<file path="src/rtl/monitoreo_temperatura_multicanal_pkg.sv">
// Shared types for the multi-channel temperature monitor: per-channel FSM state encoding.
package monitoreo_pkg;

  localparam int ESTADO_W = 2;

  typedef enum logic [ESTADO_W-1:0] {
    NORMAL     = 2'b00,
    CALENTANDO = 2'b01,
    ENFRIANDO  = 2'b10,
    ALERTA     = 2'b11
  } estado_t;

endpackage

</file>
<file path="src/rtl/monitoreo_temperatura_multicanal_canal.sv">
// One monitoring channel: threshold conditions, persistence-filtered entry, hysteresis exit.
// Optional running min/max tracking when MONITOREO_MINMAX_EN is defined.
module monitoreo_canal
  import monitoreo_pkg::*;
#(
  parameter int ANCHO        = 11,
  parameter int PERSISTENCIA = 3,
  parameter int HISTERESIS   = 2,
  parameter int CONT_W       = 3
) (
  input  logic                    clk,
  input  logic                    rst,
  input  logic                    en,
  input  logic signed [ANCHO-1:0] temp,
  input  logic signed [ANCHO-1:0] umbral_bajo,
  input  logic signed [ANCHO-1:0] umbral_alto,
  input  logic signed [ANCHO-1:0] umbral_critico,
`ifdef MONITOREO_MINMAX_EN
  input  logic                    limpiar_minmax,
  output logic signed [ANCHO-1:0] temp_max,
  output logic signed [ANCHO-1:0] temp_min,
`endif
  output estado_t                 estado,
  output logic [CONT_W-1:0]       contador
);

  localparam logic signed [ANCHO:0] HIST = HISTERESIS[ANCHO:0];
  localparam logic [CONT_W:0]       PERS = PERSISTENCIA[CONT_W:0];

  // One extra bit keeps threshold +/- hysteresis free of wrap-around.
  function automatic logic signed [ANCHO:0] extender(input logic signed [ANCHO-1:0] v);
    return {v[ANCHO-1], v};
  endfunction

  logic signed [ANCHO:0] temp_x;
  logic signed [ANCHO:0] lim_bajo, lim_alto, lim_crit;
  logic                  critico, caliente, frio;
  logic                  hay_cand, salida;
  estado_t               cand, cand_prev, destino;
  logic [CONT_W:0]       cuenta_sig;

  assign temp_x   = extender(temp);
  assign lim_bajo = extender(umbral_bajo) + HIST;
  assign lim_alto = extender(umbral_alto) - HIST;
  assign lim_crit = extender(umbral_critico) - HIST;

  always_comb begin
    critico  = temp >= umbral_critico;
    caliente = temp > umbral_alto;
    frio     = temp < umbral_bajo;

    hay_cand = 1'b0;
    cand     = NORMAL;
    if (critico) begin
      hay_cand = 1'b1;
      cand     = ALERTA;
    end else if (caliente && (estado == NORMAL || estado == CALENTANDO)) begin
      hay_cand = 1'b1;
      cand     = ENFRIANDO;
    end else if (frio && estado == NORMAL) begin
      hay_cand = 1'b1;
      cand     = CALENTANDO;
    end

    salida  = 1'b0;
    destino = NORMAL;
    case (estado)
      CALENTANDO: salida = temp_x >= lim_bajo;
      ENFRIANDO:  salida = temp_x <= lim_alto;
      ALERTA: begin
        salida  = temp_x <= lim_crit;
        destino = ENFRIANDO;
      end
      default: salida = 1'b0;
    endcase

    // NORMAL is never a candidate, so it doubles as "no previous candidate".
    if (hay_cand && cand == cand_prev)
      cuenta_sig = {1'b0, contador} + 1'b1;
    else
      cuenta_sig = {{CONT_W{1'b0}}, hay_cand};
  end

  always_ff @(posedge clk) begin
    if (rst) begin
      estado    <= NORMAL;
      contador  <= '0;
      cand_prev <= NORMAL;
    end else if (en) begin
      cand_prev <= cand;
      if (salida) begin
        estado   <= destino;
        contador <= '0;
      end else if (hay_cand && cuenta_sig == PERS) begin
        estado   <= cand;
        contador <= '0;
      end else begin
        contador <= cuenta_sig[CONT_W-1:0];
      end
    end
  end

`ifdef MONITOREO_MINMAX_EN
  logic pendiente;

  always_ff @(posedge clk) begin
    if (rst) begin
      temp_max  <= {1'b1, {(ANCHO-1){1'b0}}};
      temp_min  <= {1'b0, {(ANCHO-1){1'b1}}};
      pendiente <= 1'b0;
    end else if (en) begin
      pendiente <= 1'b0;
      if (pendiente || limpiar_minmax) begin
        temp_max <= temp;
        temp_min <= temp;
      end else begin
        if (temp > temp_max) temp_max <= temp;
        if (temp < temp_min) temp_min <= temp;
      end
    end else if (limpiar_minmax) begin
      pendiente <= 1'b1;
    end
  end
`endif

endmodule

</file>
<file path="src/rtl/monitoreo_temperatura_multicanal.sv">
// Multi-channel temperature monitor top: routes tagged samples to per-channel FSMs.
// Define MONITOREO_MINMAX_EN to add per-channel running min/max ports.
module monitoreo_temperatura_multicanal
  import monitoreo_pkg::*;
#(
  parameter int N_CANALES    = 4,
  parameter int ANCHO        = 11,
  parameter int PERSISTENCIA = 3,
  parameter int HISTERESIS   = 2,
  parameter int CONT_W       = 3,
  localparam int CID_W       = (N_CANALES > 1) ? $clog2(N_CANALES) : 1
) (
  input  logic                          clk,
  input  logic                          rst,
  input  logic                          temp_valido,
  input  logic [CID_W-1:0]              canal_id,
  input  logic signed [ANCHO-1:0]       temp_entrada,
  input  logic signed [ANCHO-1:0]       umbral_bajo,
  input  logic signed [ANCHO-1:0]       umbral_alto,
  input  logic signed [ANCHO-1:0]       umbral_critico,
`ifdef MONITOREO_MINMAX_EN
  input  logic                          limpiar_minmax,
  output logic [ANCHO*N_CANALES-1:0]    temp_max,
  output logic [ANCHO*N_CANALES-1:0]    temp_min,
`endif
  output logic [N_CANALES-1:0]          calefactor,
  output logic [N_CANALES-1:0]          ventilador,
  output logic [N_CANALES-1:0]          alerta,
  output logic                          alerta_global,
  output logic [ESTADO_W*N_CANALES-1:0] estado_actual,
  output logic [CONT_W*N_CANALES-1:0]   contador_salida
);

  estado_t est [N_CANALES];

  for (genvar c = 0; c < N_CANALES; c++) begin : g_canal
    logic en;
    // Out-of-range channel ids match no instance, so the sample is dropped.
    assign en = temp_valido && (canal_id == CID_W'(c));

    monitoreo_canal #(
      .ANCHO        (ANCHO),
      .PERSISTENCIA (PERSISTENCIA),
      .HISTERESIS   (HISTERESIS),
      .CONT_W       (CONT_W)
    ) u_canal (
      .clk            (clk),
      .rst            (rst),
      .en             (en),
      .temp           (temp_entrada),
      .umbral_bajo    (umbral_bajo),
      .umbral_alto    (umbral_alto),
      .umbral_critico (umbral_critico),
`ifdef MONITOREO_MINMAX_EN
      .limpiar_minmax (limpiar_minmax),
      .temp_max       (temp_max[ANCHO*c +: ANCHO]),
      .temp_min       (temp_min[ANCHO*c +: ANCHO]),
`endif
      .estado         (est[c]),
      .contador       (contador_salida[CONT_W*c +: CONT_W])
    );

    assign estado_actual[ESTADO_W*c +: ESTADO_W] = est[c];
    assign calefactor[c] = est[c] == CALENTANDO;
    assign ventilador[c] = est[c] == ENFRIANDO || est[c] == ALERTA;
    assign alerta[c]     = est[c] == ALERTA;
  end

  assign alerta_global = |alerta;

endmodule

</file>
<file path="config.mk">
export PLATFORM = sky130hd
export DESIGN_NAME = monitoreo_temperatura_multicanal
export DESIGN_NICKNAME = d
export VERILOG_FILES = /design/src/rtl/monitoreo_temperatura_multicanal_pkg.sv /design/src/rtl/monitoreo_temperatura_multicanal_canal.sv /design/src/rtl/monitoreo_temperatura_multicanal.sv
export SDC_FILE = /design/constraint.sdc
export NUM_CORES = 1
export LEC_CHECK = 0
export ABC_AREA = 1
export BUFFER_PORTS_ARGS = -buffer_cell sky130_fd_sc_hd__buf_2
export CORE_AREA = 2 2 141 143
export CTS_CLUSTER_DIAMETER = 50
export DETAILED_ROUTE_END_ITERATION = 10
export DIE_AREA = 0 0 143 145
export PLACE_DENSITY = 0.75
export SLEW_MARGIN = 10
export SYNTH_ARGS = -nofsm -noshare
export SYNTH_HDL_FRONTEND = slang
export SYNTH_HIERARCHICAL = 1
export SYNTH_SLANG_ARGS = --single-unit
</file>
<file path="constraint.sdc">
create_clock -name clk -period 7 [get_ports clk]
set_input_delay 1.05 -clock clk [delete_from_list [all_inputs] [get_ports clk]]
set_output_delay 1.05 -clock clk [all_outputs]
set_load 0.005 [all_outputs]
</file>
==> results_dict.tcl <==
set metrics [dict create \
    status "finished, final reports clean" \
    drtAntennaViolNets 0 \
    clock_skew_ns 0.003310 \
    wl_per_cell_um 13.95 \
    port_buffers 81 \
    fin_crit_ns 3.751 \
    maxCapViolations 0 \
    final_common_cell "nand2_1" \
    required_ns 7.17 \
    r2r_setup_slack_ns 5.05 \
    clk_pin_slew_worst_paths_ns 0.07 \
    rsz0062_at_grt "false" \
    async_flop_share_pct 0 \
    slew_headroom_pct 38.50 \
    gr-total-overflow 0 \
    max_freq_ghz 0.2666 \
    leakagePower_uw 0.006439 \
    min_path_type "reg2reg" \
    ys_ff_latch 28 \
    numCtsBuffers 3 \
    crit_path_max_incr_delay_ns 0.32 \
    yosys_warnings 6 \
    timing.critical_path.arrival_ns 3.92 \
    critPathMaxFanout 16 \
    synthCells 1601 \
    seqPwrFrac_pct 16.6 \
    avgSynthCellArea_um2 6.569 \
    slew_violations 0 \
    tns_ns 0 \
    synth-main-ff-cell "dfxtp_1" \
    rows 51 \
    drt_iter0_drc 521 \
    syn_to_final_growth_pct 7.887 \
    grt_pass1_wl_um 46090 \
    switching_power_uw 481.5 \
    die_y_um 145 \
    cp_cell_sequence "buf_2 -> ha_1 -> nand3_1 -> nor2_1 -> nand2_1 -> xor2_1 -> ha_1 -> nand2_1 -> nor2_1 -> a211oi_1 -> o21ai_0 -> nand2_1 -> a21boi_0 -> o21ai_0 -> inv_1 -> nor2_1 -> o21ai_2 -> nand2_2 -> nand2_1 -> nand2_1 -> nor2_1" \
    root_buffer "clkbuf_16" \
    clk_latency_ns 0.27 \
    cp_slowest_cell "ha_1" \
    route.vias.total 10410 \
    dieArea_um2 20740 \
    drive_gt1_share_pct 10.76 \
    synth_area_um2 10520 \
    cp_num_buf_inv 2 \
    clkPwrFrac_pct 17.2 \
    track_usage_pct 26.47 \
    cts_hold_buffers 0 \
    cp-start-kind "input port" \
    final_cell_area_um2 11350 \
    nNetsFinal 2012 \
    io_pins 82 \
    cts_tree "built" \
    path_class "in2reg" \
    combPwrFrac_pct 66.3 \
    post_dp_cell_area_um2 11240 \
    critical-path-top-delay-family "simple AND/OR/NAND/NOR gates" \
    finalWirelength_um 27170 \
    power_density_nw_per_um2 89.13 \
    drtPass1Iterations 5 \
    globalplace.congestion 0.8558 \
    htreeDepth 1 \
    first_global_vias 10220 \
    yosysUniqueCellTypes 37 \
    p_int_uw 529.8 \
    cp_common_cell "nand2_1" \
    cts-resized-gates 0 \
    dp_hpwl_um 21340 \
    synth_seq_area_share_pct 5.330 \
    grt_max_degree 37 \
    p_sw_share_pct 47.61 \
    post_cts_buffers 0 \
    finalCritPeriodShare_pct 53.59 \
    p_total_uw 1011 \
    core-area_um2 19210 \
    worstMarginPinSlew_ns 0.9226 \
    layout_common_cells "306 x nand2_1, 280 x ha_1, 260 x inv_1" \
    routed_via_density 5.346 \
    syn_nets 1930 \
    antenna_found_initial 1 \
    die_x_um 143 \
    setup_violations 0 \
    clockBufferDepth 2 \
    cts_sinks 28 \
    start_util_pct 54.76 \
    end_kind "flip-flop" \
    vdd_drop_max_mv 0.09019 \
    hold-worst-slack_ns 0.4849 \
    hold_viol 0 \
    drc_errors 0 \
    synth_edf_count 0 \
]
-- synth_stat cells, types with 6 or more instances --
library cell | n | area (um2)
a211oi_1 | 8 | 60.06
a21boi_0 | 8 | 60.06
a21o_1 | 12 | 90.09
a21oi_1 | 121 | 605.6
dfxtp_1 | 28 | 560.5
ha_1 | 280 | 3503
inv_1 | 260 | 975.9
nand2_1 | 306 | 1149
nand2_2 | 44 | 275.3
nand3_1 | 81 | 405.4
nand3_2 | 8 | 80.08
nand4_1 | 42 | 262.8
nor2_1 | 145 | 544.3
nor2_2 | 6 | 37.54
nor3_1 | 31 | 155.2
nor3b_1 | 7 | 52.55
o21a_1 | 8 | 60.06
o21ai_0 | 32 | 160.2
o21ai_1 | 9 | 45.04
o21ai_2 | 8 | 70.07
xnor2_1 | 16 | 140.1
xor2_1 | 84 | 735.7
-- worst paths after layout --
path / start / to / cells after the start
setup / recovery: umbral_bajo[1] / g_canal[3].u_canal/estado[0] / 21
hold / removal: g_canal[3].u_canal/contador[1] / g_canal[3].u_canal/contador[1] / 2
setup reg to reg: g_canal[0].u_canal/estado[1] / g_canal[0].u_canal/estado[0] / 13
hold reg to reg: g_canal[3].u_canal/contador[1] / g_canal[3].u_canal/contador[1] / 2
-- stage by stage --
stage / util [%] / cells / setup slack (ns)
floorplan: - / 1601 / 3.684
global placement: 58.52 / 1943 / 3.056
detailed placement: 58.52 / 1943 / 2.993
CTS: 59.06 / 1947 / 3.274
global route: 59.08 / 1948 / 2.767
finish: 59.08 / 1948 / 3.249
-- power groups by stage --
stage / clock network [uW] / registers, uW / logic, uW
3_3_place_gp: 0 / 171 / 646
2_1_floorplan: 0 / 171 / 478
6_report: 173 / 168 / 670
5_1_grt: 183 / 168 / 772
3_5_place_dp: 0 / 171 / 667
4_1_cts: 176 / 168 / 670
-- sequential cells by signal, summed over array words and instances, names as in the netlist --
name and cells:
g_canal.u_canal/contador 12, g_canal.u_canal/cand_prev 8, g_canal.u_canal/estado 8
-- routing by layer --
metal | share of wire, % | track usage, %
met1 | 47 | 34.10
met2 | 47 | 47.39
met3 | 3.3 | 2.244
met4 | 2.2 | 5.990
met5 | 0 | 0
-- area by class of cell --
cell class | instances | area [um2]
Multi-Input combinational cell | 1304 | 8947
Sequential cell | 28 | 560.5
Clock buffer | 3 | 75.07
Fill cell | 1865 | 7860
Clock inverter | 1 | 30.03
Timing Repair Buffer | 81 | 405.4
Tap cell | 265 | 331.6
Inverter | 265 | 994.7
Antenna cell | 1 | 2.502
-- worst reg2reg max path, cell delays in order, from the launching register on --
cell and delay, ns:
dfxtp_1 0.59, inv_1 0.14, nand2_1 0.09, inv_1 0.06
nand2_4 0.11, nand2_2 0.08, nand2_2 0.08, nand2_2 0.05
nand2_2 0.08, nand4_2 0.10, o21ai_2 0.21, nand2_2 0.07
nor2_1 0.13, nor2_1 0.06
-- cells by family (layout without fill, tap and decap cells) --
group,count (synthesis),count (layout),synth area share [%]
AO/OA/AOI/OAI,221,221,12.07
XOR/XNOR,100,100,8.327
flip-flops,28,28,5.330
AND/OR/NAND/NOR,703,703,31.36
buffers and inverters,269,350,9.600
other,0,1,0
adder cells (fa/ha/maj),280,280,33.31
(Power assumes the default switching activity.)
